`config.mk`:
```
export PLATFORM = sky130hd
export DESIGN_NAME = meter_pll_reconfig_ctrl
export DESIGN_NICKNAME = d
export VERILOG_FILES = /design/src/rtl/meter_pll_ctrl_pkg.sv /design/src/rtl/meter_pll_lock_sync.sv /design/src/rtl/meter_pll_reconfig_ctrl.sv
export SDC_FILE = /design/constraint.sdc
export NUM_CORES = 1
export LEC_CHECK = 0
export BUFFER_PORTS_ARGS = -buffer_cell sky130_fd_sc_hd__buf_2
export CAP_MARGIN = 20
export CORE_MARGIN = 2
export CORE_UTILIZATION = 50
export DETAILED_ROUTE_END_ITERATION = 16
export PLACE_DENSITY_LB_ADDON = 0.12
export SLEW_MARGIN = 5
export SYNTH_ARGS = -nofsm -noshare
export SYNTH_HDL_FRONTEND = slang
export SYNTH_HIERARCHICAL = 1
export SYNTH_SLANG_ARGS = --single-unit
```
`constraint.sdc`:
```
create_clock -name clk -period 2 [get_ports clk]
set_clock_uncertainty 0.05 [all_clocks]
set_input_delay 0.5 -clock clk [delete_from_list [all_inputs] [get_ports clk]]
set_output_delay 0.5 -clock clk [all_outputs]
set_load 0.02 [all_outputs]
```
`src/rtl/meter_pll_ctrl_pkg.sv`:
```
// Shared types and constants for the meter PLL reconfiguration controller.
// Holds the sequencer state encoding and the request validity rule.
package meter_pll_ctrl_pkg;

    localparam int ODIV_W        = 10;
    localparam int DUTY_W        = 10;
    localparam int LOSS_DEBOUNCE = 4;
    localparam int SYNC_STAGES   = 2;

    typedef enum logic [2:0] {
        ST_IDLE,
        ST_RST_ASSERT,
        ST_WAIT_LOCK,
        ST_STABLE,
        ST_CHECK_FAIL
    } state_t;

    // A zero divider or zero duty would stall the PLL output, so such requests are refused.
    function automatic logic cfg_is_valid(input logic [ODIV_W-1:0] odiv,
                                          input logic [DUTY_W-1:0] duty);
        return (odiv != '0) && (duty != '0);
    endfunction

endpackage

```
`src/rtl/meter_pll_lock_sync.sv`:
```
// Brings the asynchronous PLL lock into the clk domain and flags a sustained
// loss of lock (lock_s low for LOSS_DEBOUNCE consecutive cycles).
module meter_pll_lock_sync
    import meter_pll_ctrl_pkg::*;
(
    input  logic clk,
    input  logic rst,
    input  logic lock_async,
    output logic lock_s,
    output logic lock_lost
);

    localparam int LOW_W = $clog2(LOSS_DEBOUNCE + 1);
    localparam logic [LOW_W-1:0] LOW_MAX = LOW_W'(LOSS_DEBOUNCE);

    logic [SYNC_STAGES-1:0] sync_reg;
    logic [LOW_W-1:0]       low_cnt_reg;

    always_ff @(posedge clk) begin
        if (rst) begin
            sync_reg    <= '0;
            low_cnt_reg <= '0;
        end else begin
            sync_reg <= {sync_reg[SYNC_STAGES-2:0], lock_async};
            // Counts consecutive low samples of the synchronized lock, saturating.
            if (sync_reg[SYNC_STAGES-1]) begin
                low_cnt_reg <= '0;
            end else if (low_cnt_reg != LOW_MAX) begin
                low_cnt_reg <= low_cnt_reg + 1'b1;
            end
        end
    end

    assign lock_s    = sync_reg[SYNC_STAGES-1];
    assign lock_lost = (low_cnt_reg == LOW_MAX);

endmodule

```
`src/rtl/meter_pll_reconfig_ctrl.sv`:
```
// Sequencer that loads new clkout0 divider/duty settings into the meter PLL,
// pulses its reset and waits for a stable lock with timeout and bounded retry.
// Define METER_PLL_LOCK_MON_EN to add automatic relock on sustained lock loss.
module meter_pll_reconfig_ctrl
    import meter_pll_ctrl_pkg::*;
#(
    parameter int RST_CYCLES    = 16,
    parameter int LOCK_TIMEOUT  = 65535,
    parameter int STABLE_CYCLES = 256,
    parameter int MAX_RETRY     = 3,
    parameter int DEF_ODIV      = 100,
    parameter int DEF_DUTY      = 100
) (
    input  logic              clk,
    input  logic              rst,
    input  logic              cfg_valid,
    output logic              cfg_ready,
    input  logic [ODIV_W-1:0] cfg_odiv,
    input  logic [DUTY_W-1:0] cfg_duty,
    input  logic              pll_lock,
    output logic              pll_rst,
    output logic [ODIV_W-1:0] dyn_odiv0,
    output logic [DUTY_W-1:0] dyn_duty0,
    output logic              busy,
    output logic              locked,
    output logic              done,
    output logic              err,
    output logic [2:0]        retry_cnt
`ifdef METER_PLL_LOCK_MON_EN
    ,
    output logic [7:0]        lock_loss_cnt
`endif
);

    localparam int RC_W = $clog2(RST_CYCLES);
    localparam int TO_W = $clog2(LOCK_TIMEOUT + 1);
    localparam int SC_W = (STABLE_CYCLES > 1) ? $clog2(STABLE_CYCLES) : 1;

    localparam logic [RC_W-1:0]   RST_LAST    = RC_W'(RST_CYCLES - 1);
    localparam logic [TO_W-1:0]   TO_MAX      = TO_W'(LOCK_TIMEOUT);
    localparam logic [SC_W-1:0]   STAB_LAST   = SC_W'(STABLE_CYCLES - 1);
    localparam logic [2:0]        RETRY_MAX   = 3'(MAX_RETRY);
    localparam logic [ODIV_W-1:0] ODIV_RESET  = ODIV_W'(DEF_ODIV);
    localparam logic [DUTY_W-1:0] DUTY_RESET  = DUTY_W'(DEF_DUTY);

    state_t             state_reg;
    logic               pll_rst_reg;
    logic [ODIV_W-1:0]  odiv_reg;
    logic [DUTY_W-1:0]  duty_reg;
    logic               cfg_ready_reg;
    logic               busy_reg;
    logic               locked_reg;
    logic               done_reg;
    logic               err_reg;
    logic [2:0]         retry_reg;
    logic [RC_W-1:0]    rst_cnt_reg;
    logic [TO_W-1:0]    to_cnt_reg;
    logic [SC_W-1:0]    stab_cnt_reg;
`ifdef METER_PLL_LOCK_MON_EN
    logic [7:0]         loss_cnt_reg;
`endif

    logic lock_s;
    logic lock_lost;
    logic timeout;

    meter_pll_lock_sync u_lock_sync (
        .clk        (clk),
        .rst        (rst),
        .lock_async (pll_lock),
        .lock_s     (lock_s),
        .lock_lost  (lock_lost)
    );

    // The timeout counter spans the whole search (WAIT_LOCK and STABLE) of one attempt.
    assign timeout = (to_cnt_reg == TO_MAX);

    always_ff @(posedge clk) begin
        if (rst) begin
            state_reg     <= ST_RST_ASSERT;
            pll_rst_reg   <= 1'b1;
            odiv_reg      <= ODIV_RESET;
            duty_reg      <= DUTY_RESET;
            cfg_ready_reg <= 1'b0;
            busy_reg      <= 1'b1;
            locked_reg    <= 1'b0;
            done_reg      <= 1'b0;
            err_reg       <= 1'b0;
            retry_reg     <= '0;
            rst_cnt_reg   <= '0;
            to_cnt_reg    <= '0;
            stab_cnt_reg  <= '0;
`ifdef METER_PLL_LOCK_MON_EN
            loss_cnt_reg  <= '0;
`endif
        end else begin
            done_reg <= 1'b0;
            err_reg  <= 1'b0;
            case (state_reg)
                ST_IDLE: begin
                    if (cfg_valid && cfg_ready_reg) begin
                        if (cfg_is_valid(cfg_odiv, cfg_duty)) begin
                            odiv_reg      <= cfg_odiv;
                            duty_reg      <= cfg_duty;
                            locked_reg    <= 1'b0;
                            retry_reg     <= '0;
                            pll_rst_reg   <= 1'b1;
                            rst_cnt_reg   <= '0;
                            cfg_ready_reg <= 1'b0;
                            busy_reg      <= 1'b1;
                            state_reg     <= ST_RST_ASSERT;
                        end else begin
                            err_reg <= 1'b1;
                        end
`ifdef METER_PLL_LOCK_MON_EN
                    end else if (locked_reg && lock_lost) begin
                        // Sustained lock loss: rerun the sequence with the current settings.
                        locked_reg    <= 1'b0;
                        retry_reg     <= '0;
                        pll_rst_reg   <= 1'b1;
                        rst_cnt_reg   <= '0;
                        cfg_ready_reg <= 1'b0;
                        busy_reg      <= 1'b1;
                        state_reg     <= ST_RST_ASSERT;
                        if (loss_cnt_reg != 8'hFF) begin
                            loss_cnt_reg <= loss_cnt_reg + 1'b1;
                        end
                    end
`else
                    end else if (!lock_s || lock_lost) begin
                        locked_reg <= 1'b0;
                    end
`endif
                end

                ST_RST_ASSERT: begin
                    if (rst_cnt_reg == RST_LAST) begin
                        pll_rst_reg <= 1'b0;
                        to_cnt_reg  <= '0;
                        state_reg   <= ST_WAIT_LOCK;
                    end else begin
                        rst_cnt_reg <= rst_cnt_reg + 1'b1;
                    end
                end

                ST_WAIT_LOCK: begin
                    if (timeout) begin
                        state_reg <= ST_CHECK_FAIL;
                    end else begin
                        to_cnt_reg <= to_cnt_reg + 1'b1;
                        if (lock_s) begin
                            stab_cnt_reg <= '0;
                            state_reg    <= ST_STABLE;
                        end
                    end
                end

                ST_STABLE: begin
                    // Timeout is tested first so it wins over a coincident stable completion.
                    if (timeout) begin
                        state_reg <= ST_CHECK_FAIL;
                    end else begin
                        to_cnt_reg <= to_cnt_reg + 1'b1;
                        if (!lock_s) begin
                            state_reg <= ST_WAIT_LOCK;
                        end else if (stab_cnt_reg == STAB_LAST) begin
                            done_reg      <= 1'b1;
                            locked_reg    <= 1'b1;
                            cfg_ready_reg <= 1'b1;
                            busy_reg      <= 1'b0;
                            state_reg     <= ST_IDLE;
                        end else begin
                            stab_cnt_reg <= stab_cnt_reg + 1'b1;
                        end
                    end
                end

                ST_CHECK_FAIL: begin
                    if (retry_reg < RETRY_MAX) begin
                        retry_reg   <= retry_reg + 1'b1;
                        pll_rst_reg <= 1'b1;
                        rst_cnt_reg <= '0;
                        state_reg   <= ST_RST_ASSERT;
                    end else begin
                        err_reg       <= 1'b1;
                        locked_reg    <= 1'b0;
                        pll_rst_reg   <= 1'b0;
                        cfg_ready_reg <= 1'b1;
                        busy_reg      <= 1'b0;
                        state_reg     <= ST_IDLE;
                    end
                end

                default: begin
                    pll_rst_reg   <= 1'b0;
                    cfg_ready_reg <= 1'b1;
                    busy_reg      <= 1'b0;
                    state_reg     <= ST_IDLE;
                end
            endcase
        end
    end

    assign cfg_ready = cfg_ready_reg;
    assign pll_rst   = pll_rst_reg;
    assign dyn_odiv0 = odiv_reg;
    assign dyn_duty0 = duty_reg;
    assign busy      = busy_reg;
    assign locked    = locked_reg;
    assign done      = done_reg;
    assign err       = err_reg;
    assign retry_cnt = retry_reg;
`ifdef METER_PLL_LOCK_MON_EN
    assign lock_loss_cnt = loss_cnt_reg;
`endif

endmodule

```
== After elaboration in Yosys (flattened, before gate mapping) ==
Cells that the tools add are included.

* Word-level logic and storage cells: 129
* Input port bits: 24
* Register bits after elaboration: 65
* Output and inout bits: 29

* Bitwise operators: 4
* $lt $le $gt $ge: 1
* Multiplexer cells: 53
* Add/subtract/negate cells: 5
* Reductions and logical operators: 25
* Equal/unequal tests: 26

{| class="wikitable"
|+ Operator list
! kind !! number
|-
| $mux W8 || 5
|-
| $mux W3 || 11
|-
| $mux W16 || 2
|-
| $pmux W16 S2 || 1
|-
| $ne A2 B2 Y1 const B || 11
|-
| $mux W1 || 21
|-
| $reduce_bool A10 Y1 || 2
|-
| $add A16 B1 Y16 const B || 1
|-
| $eq A16 B16 Y1 const B || 1
|-
| $mux W4 || 4
|-
| $pmux W8 S2 || 1
|-
| $pmux W3 S5 || 1
|-
| $reduce_and A7 Y1 || 2
|-
| $pmux W1 S4 || 3
|-
| $pmux W4 S3 || 1
|-
| $reduce_and A5 Y1 || 2
|-
| $ne A3 B3 Y1 const B || 3
|-
| $add A8 B1 Y8 const B || 1
|-
| $eq A8 B8 Y1 const B || 1
|-
| $reduce_and A4 Y1 || 2
|-
| $add A3 B1 Y3 const B || 2
|-
| $eq A3 B2 Y1 const B || 2
|-
| $eq A3 B3 Y1 const B || 2
|-
| $pmux W3 S2 || 1
|-
| 20 further kinds || 31
|}

== Longest topological paths before layout ==
Gate-level depths: netlist (run 1).

* Depth after elaboration: 5
* Mapped depth: 8
* Gate-level depth less buffers: 8

== Cells and area by module ==
Netlist (run 1), hierarchy kept.

{| class="wikitable"
|+ Modules (own cells, without submodules)
! module !! area an instance (µm²) !! times used !! cells an instance !! seq. area each (µm²)
|-
| meter_pll_reconfig_ctrl || 2869.0 || 1 || 352 || 1201.2
|-
| meter_pll_lock_sync || 221.5 || 1 || 21 || 100.1
|}

== Worst setup path after synthesis (run 1) ==
OpenSTA, ideal clock, no wires.

* Path kind: register -> register
* Start point: register to_cnt_reg[0]
* End point: register cfg_ready_reg, in the netlist cfg_ready
* Slack: 0.141 ns
* Data required time: 1.818 ns
* Clock period less this slack: 1.859 ns
* Stages on the path, launching flop included: 7
* Arrival: 1.678 ns
* Setup time: 0.132 ns
* Buffers on the path: 0
* Cells stage by stage: dfxtp_1 > ha_1 > nand3_1 > o41ai_4 > nor2_2 > a221oi_1 > nor3_1

* Longest elaborated chain between the ends: 3

{| class="wikitable"
|+ Ends and longest elaborated chain
! item !! RTL line !! text
|-
| start, declared || meter_pll_reconfig_ctrl.sv:57 || <nowiki>logic [TO_W-1:0] to_cnt_reg;</nowiki>
|-
| start signal, assigned || meter_pll_reconfig_ctrl.sv:150 || <nowiki>to_cnt_reg <= to_cnt_reg + 1'b1;</nowiki>
|-
| start signal, assigned || meter_pll_reconfig_ctrl.sv:163 || <nowiki>to_cnt_reg <= to_cnt_reg + 1'b1;</nowiki>
|-
| $eq A16 B16 Y1 || meter_pll_reconfig_ctrl.sv:76 || <nowiki>assign timeout = (to_cnt_reg == TO_MAX);</nowiki>
|-
| $ne A2 B2 Y1 (no line) || -- ||
|-
| $reduce_and A7 Y1 (no line) || -- ||
|-
| end signal, assigned || meter_pll_reconfig_ctrl.sv:84 || <nowiki>cfg_ready_reg <= 1'b0;</nowiki>
|-
| end signal, assigned || meter_pll_reconfig_ctrl.sv:109 || <nowiki>cfg_ready_reg <= 1'b0;</nowiki>
|-
| end signal, assigned || meter_pll_reconfig_ctrl.sv:169 || <nowiki>cfg_ready_reg <= 1'b1;</nowiki>
|-
| end, declared || meter_pll_reconfig_ctrl.sv:50 || <nowiki>logic cfg_ready_reg;</nowiki>
|}

No other way between the ends.
A chain may end at the register's enable or synchronous reset.

== Worst setup path after layout (run 1) ==
* Start point: register rst_cnt_reg[0]
* End point: register to_cnt_reg[14]

* Longest elaborated chain between the ends: 3

{| class="wikitable"
|+ Ends and longest elaborated chain
! item !! RTL line !! text
|-
| start, declared || meter_pll_reconfig_ctrl.sv:56 || <nowiki>logic [RC_W-1:0] rst_cnt_reg;</nowiki>
|-
| start signal, assigned || meter_pll_reconfig_ctrl.sv:142 || <nowiki>rst_cnt_reg <= rst_cnt_reg + 1'b1;</nowiki>
|-
| $eq A4 B4 Y1 || meter_pll_reconfig_ctrl.sv:137 || <nowiki>if (rst_cnt_reg == RST_LAST) begin</nowiki>
|-
| $ne A2 B2 Y1 (no line) || -- ||
|-
| $reduce_and A3 Y1 (no line) || -- ||
|}

No other way between the ends.

==> results of run 1 <==
-- final timing paths --
| check | end | depth (start not counted) | start | slack [ps] |
|---|---|---|---|---|
| worst min-delay path | u_lock_sync/sync_reg[0] | 2 | pll_lock | 310 |
| worst max register to register | to_cnt_reg[14] | 7 | rst_cnt_reg[0] | 100 |
| worst min register to register | u_lock_sync/sync_reg[1] | 1 | u_lock_sync/sync_reg[0] | 390 |
| worst max-delay path | to_cnt_reg[14] | 7 | rst_cnt_reg[0] | 100 |
-- timing repair --
| action | in CTS | in global routing |
|---|---|---|
| gates resized for setup | 0 | 10 |
| setup buffers | 0 | 1 |
| hold buffers | 0 | 0 |
| setup endpoints to repair | 0 | 16 |
-- cells in the final DEF, fill, tap and decap left out, types with 3 or more instances in the layout --
cell / instances
o21ai_0: 15
and4_1: 3
a31oi_1: 4
nand4_1: 5
clkbuf_8: 10
and3_1: 6
o31ai_1: 3
or3_1: 9
nor2_1: 26
ha_1: 6
and2_1: 3
nand3_1: 26
a211oi_1: 7
xnor2_1: 10
o21ai_1: 5
nor4_1: 10
a21oi_1: 32
inv_1: 8
nor2b_1: 3
mux2i_1: 3
a21o_1: 3
nand2b_1: 5
buf_4: 28
nor3_1: 5
nand2_1: 59
buf_2: 52
dfxtp_1: 64
or4_1: 3
-- stage by stage --
step                      hold slack [ps]  TNS [ps]
after CTS                             301         0
final                                 314         0
after detailed placement              379      -226
after global routing                  302     -15.6
after floorplan                       364         0
after global placement                367      -108
-- power groups by stage --
stage	clock network (µW)	logic (µW)	registers, µW
global route	1200	134	1320
detailed placement	0	120	1350
CTS	1130	121	1320
finish	1110	120	1320
global placement	0	115	1350
floorplan	0	60.6	1350
-- Yosys cell counts, types with 6 or more instances --
master,number,area (µm²)
nand3_1,27,135
and3_1,6,37.5
nand2_1,59,221
nor2_1,26,97.6
a21oi_1,32,160
inv_1,8,30.0
or3_1,9,56.3
a211oi_1,7,52.6
ha_1,6,75.1
xnor2_1,10,87.6
o21ai_0,16,80.1
clkbuf_1,10,37.5
nor4_1,10,62.6
dfxtp_1,65,1300
-- critical path, cell delays in order, from the launching register on --
cell,delay [ps]
dfxtp_1,380
ha_1,190
and3_1,230
nand3_1,140
buf_4,200
a2111oi_1,390
xnor2_1,160
nor2_1,50
-- cell families (layout without fill, tap and decap cells) --
kind of cell    count (synthesis)  after routing
simple gates                  178            178
compound gates                 85             85
flops                          65             65
buf+inv                        25            106
xor+xnor                       11             11
fa+ha+maj                       6              6
mux                             3              3
-- per-layer routing --
layer  up-vias  GRT usage  share of wire
li1       1502          -              -
met1      1361      0.293           0.47
met2        65      0.356           0.47
met3        10     0.0609          0.046
met4         0      0.100          0.013
met5         -          0              0
-- cell type report --
cell class	instances	area [µm²]
Fill cell	530	2110
Clock inverter	5	55.1
Inverter	8	30.0
Clock buffer	11	141
Timing Repair Buffer	82	510
Multi-Input combinational cell	283	1710
Sequential cell	65	1300
Tap cell	75	93.8
==> flow_metrics.tcl, run 1 <==
set metrics [dict create \
    critical_path_class "reg2reg" \
    hold_class "in2reg" \
    core-area_mm2 0.00596 \
    rsz0062_at_grt "true" \
    wl_per_cell_um 14.1 \
    cts_sinks 65 \
    maxSlewViolCount 0 \
    first_pass_iters 4 \
    finish.instance_area_mm2 0.00385 \
    routed_wl_um 7470 \
    dp.cells 512 \
    ys_types 54 \
    cp-start-kind "flop" \
    synthXorXnorAreaFrac 0.0312 \
    drive_gt1_frac 0.256 \
    tightestPinTransition_ps 513 \
    synth_edf_count 0 \
    seq_area_frac_synth 0.421 \
    grtUsageTotal 0.227 \
    post-route-util 0.646 \
    cts_max_path_buffers 2 \
    yosys.area_share.simple 0.306 \
    slew_headroom 0.655 \
    synth_cells 373 \
    avgSynthCellArea_um2 8.29 \
    async_flop_share 0 \
    die_area_mm2 0.00683 \
    root_buffer "clkbuf_8" \
    hpwlAfterDp_um 5420 \
    largest_register_ffs 16 \
    grt_pass1_wl_um 11600 \
    synth_fa_ha_area_frac 0.0243 \
    antenna_found_initial 0 \
    initial_utilization 0.519 \
    setup_slack_ps 105 \
    crit_path_end_kind "flop" \
    worst_ep_arrival_time_ps 2080 \
    synth_area_mm2 0.00309 \
    power.internal_uw 1970 \
    numCtsBuffers 9 \
    period_share 0.948 \
    p_total_uw 2550 \
    tritoncts "built" \
    netSwitchingFraction 0.228 \
    synthMuxAreaShare 0.00972 \
    fp-row-count 28 \
    pwr_density_cell_mw_per_mm2 662 \
    synth.ff_latch_count 65 \
    antenna_left 0 \
    overflow 0 \
    instances_no_fill 529 \
    hold_viol 0 \
    gp_congestion 0.844 \
    diodes 0 \
    drv_cap 0 \
    ys.flop_type "dfxtp_1" \
    fin_crit_ps 1900 \
    io_buffer_count 52 \
    switchingPower_uw 580 \
    combPwrFrac 0.047 \
    grt_pass1_vias 2559 \
    status "finished clean" \
    synth_top_family_by_area "simple AND/OR/NAND/NOR gates" \
    insertion_delay_ps 350 \
    htree_levels 3 \
    place_area_mm2 0.00361 \
    io_pins 53 \
    die_y_um 82.6 \
    pwr-share-clk 0.435 \
    cp_max_fo 6 \
    synth_fp_nets 403 \
    leakage_uw 0.00151 \
    chipWidth_um 82.6 \
    drt_iter0_drc 132 \
    drt-vias-per-instance 5.55 \
    drc 0 \
    setup_viol 0 \
    pre_cts_ws_ps -68.2 \
    synth-compound-area-share 0.174 \
    synthToLayoutAreaGrowth_pct 24.5 \
    seqPwrFrac 0.518 \
    cts.clk_slew.worst_paths_ps 70 \
    max_freq_mhz 528 \
    vdd_drop_max_v 0.000511 \
    grt_max_degree 35 \
    worst_ep_required_time_ps 2190 \
    yosysWarnings 6 \
    nNetsFinal 479 \
    vias 2938 \
]
(Power assumes the default switching activity.)
==> run 2, diff against run 1 <==
REMOVE_ABC_BUFFERS = 1   (was unset)
==> flow_metrics.tcl, run 2 (synthesized netlist as in run 1, its figures left out) <==
set metrics [dict create \
    grt_pass1_wl_um 12200 \
    pre_cts_ws_ps -98.5 \
    fp-row-count 28 \
    cp-start-kind "flop" \
    min_to "u_lock_sync/sync_reg[0]" \
    largest_register_ffs 16 \
    setup_viol 0 \
    synthToLayoutAreaGrowth_pct 27.4 \
    cp_slowest_cell "or4_1" \
    die_area_mm2 0.00683 \
    multi_input_area_mm2 0.00172 \
    tritoncts "built" \
    diodes 0 \
    antenna_left 0 \
    startpoint "rst_cnt_reg[1]" \
    setup_slack_ps 126 \
    min_path_cells 2 \
    rr_worst_depth 6 \
    core-area_mm2 0.00596 \
    slew_headroom 0.609 \
    vdd_drop_max_v 0.000602 \
    drive_gt1_frac 0.275 \
    grt_max_degree 35 \
    routed_wl_um 7740 \
    combPwrFrac 0.048 \
    netSwitchingFraction 0.230 \
    cts_max_path_buffers 2 \
    gp_congestion 0.827 \
    worst_ep_required_time_ps 2230 \
    mostFrequentLayoutCell "dfxtp_1" \
    drt-vias-per-instance 5.60 \
    r2r_end "to_cnt_reg[13]" \
    antenna_found_initial 0 \
    hold_class "in2reg" \
    cts.clk_slew.worst_paths_ps 70 \
    crit_path_max_incr_delay_ps 480 \
    htree_levels 3 \
    tightestPinTransition_ps 581 \
    drv_cap 0 \
    grt_pass1_vias 2672 \
    hpwlAfterDp_um 5570 \
    pwr-share-clk 0.437 \
    status "finished clean" \
    period_share 0.937 \
    overflow 0 \
    r2r_slack_ps 130 \
    critical_path_class "reg2reg" \
    worst_ep_arrival_time_ps 2110 \
    finish.instance_area_mm2 0.00394 \
    switchingPower_uw 588 \
    ff_latch_area_mm2 0.00130 \
    wl_per_cell_um 14.3 \
    cp_max_fo 12 \
    chipWidth_um 82.6 \
    first_pass_iters 4 \
    seqPwrFrac 0.515 \
    leakage_uw 0.00156 \
    hold_viol 0 \
    max_freq_mhz 534 \
    io_pins 53 \
    nNetsFinal 490 \
    fin_crit_ps 1870 \
    die_y_um 82.6 \
    drt_iter0_drc 102 \
    power.internal_uw 1970 \
    cts_sinks 65 \
    post-route-util 0.661 \
    insertion_delay_ps 350 \
    cpLargestDelayFamily "simple AND/OR/NAND/NOR gates" \
    cp_num_buf_inv 0 \
    root_buffer "clkbuf_8" \
    maxSlewViolCount 0 \
    crit_path_end_kind "flop" \
    pwr_density_cell_mw_per_mm2 650 \
    drc 0 \
    layout_common_cells "65 x dfxtp_1, 59 x nand2_1, 52 x buf_2" \
    place_area_mm2 0.00368 \
    cp_cell_sequence "ha_2, and3_4, nand3_2, o21a_4, or4_1, a21oi_1" \
    numCtsBuffers 9 \
    grtUsageTotal 0.236 \
    num-fill-cells 550 \
    io_buffer_count 52 \
    initial_utilization 0.519 \
    hp-start "pll_lock" \
    r2r_start "rst_cnt_reg[1]" \
    vias 3022 \
]
## run 2: power by group through the flow
stage	Sequential, µW	Clock [µW]	Combinational, µW
2_1_floorplan	1350	0	52.1
3_3_place_gp	1350	0	116
3_5_place_dp	1350	0	121
4_1_cts	1320	1140	122
5_1_grt	1320	1190	139
6_report	1320	1120	124
## run 2: layer usage
layer	global-route usage	vias up	part of all wire
met5	0	-	0
met3	0.0478	11	0.035
met1	0.303	1438	0.46
li1	-	1523	-
met4	0.0984	0	0.017
met2	0.386	50	0.49
## run 2: what timing repair did
| action | 4_1_cts | 5_1_grt |
|---|---|---|
| buffers inserted | 1 | 2 |
| setup endpoints to repair | 4 | 9 |
| endpoints found under the hold margin | 0 | 0 |
| pin swaps | 1 | 3 |
| hold buffers | 0 | 0 |
| cloned | 0 | 0 |
| resized for setup | 2 | 7 |
## run 2: final cells by class
class                           instances  area share
Timing Repair Buffer                   93       0.152
Sequential cell                        65       0.331
Clock inverter                          5      0.0140
Tap cell                               75      0.0238
Multi-Input combinational cell        283       0.436
Inverter                                8     0.00763
Clock buffer                           11      0.0359
## run 2: worst register-to-register path: stages (launching register included)
cell and delay [ps]:
dfxtp_1 360, ha_2 210, and3_4 220, nand3_2 150, o21a_4 210, or4_1 480
a21oi_1 140
## run 2: worst max path at each step
| stage | to | slack [ps] | depth (start not counted) |
|---|---|---|---|
| after global placement | busy | -100 | 6 |
| after global routing | stab_cnt_reg[7] | -2 | 7 |
| after floorplan | to_cnt_reg[13] | 70 | 4 |
| after detailed placement | busy | -100 | 6 |
| after CTS | to_cnt_reg[13] | 3 | 6 |
| final | to_cnt_reg[13] | 130 | 6 |
## run 2: metrics by stage
step / std cells / hold WS, ps / total power, µW / TNS [ps]
final: 540 / 304 / 2560 / 0
after global routing: 540 / 330 / 2650 / -1.53
after CTS: 538 / 302 / 2580 / 0
after detailed placement: 521 / 383 / 1470 / -376
after global placement: 521 / 378 / 1460 / -250
after floorplan: 356 / 364 / 1400 / 0
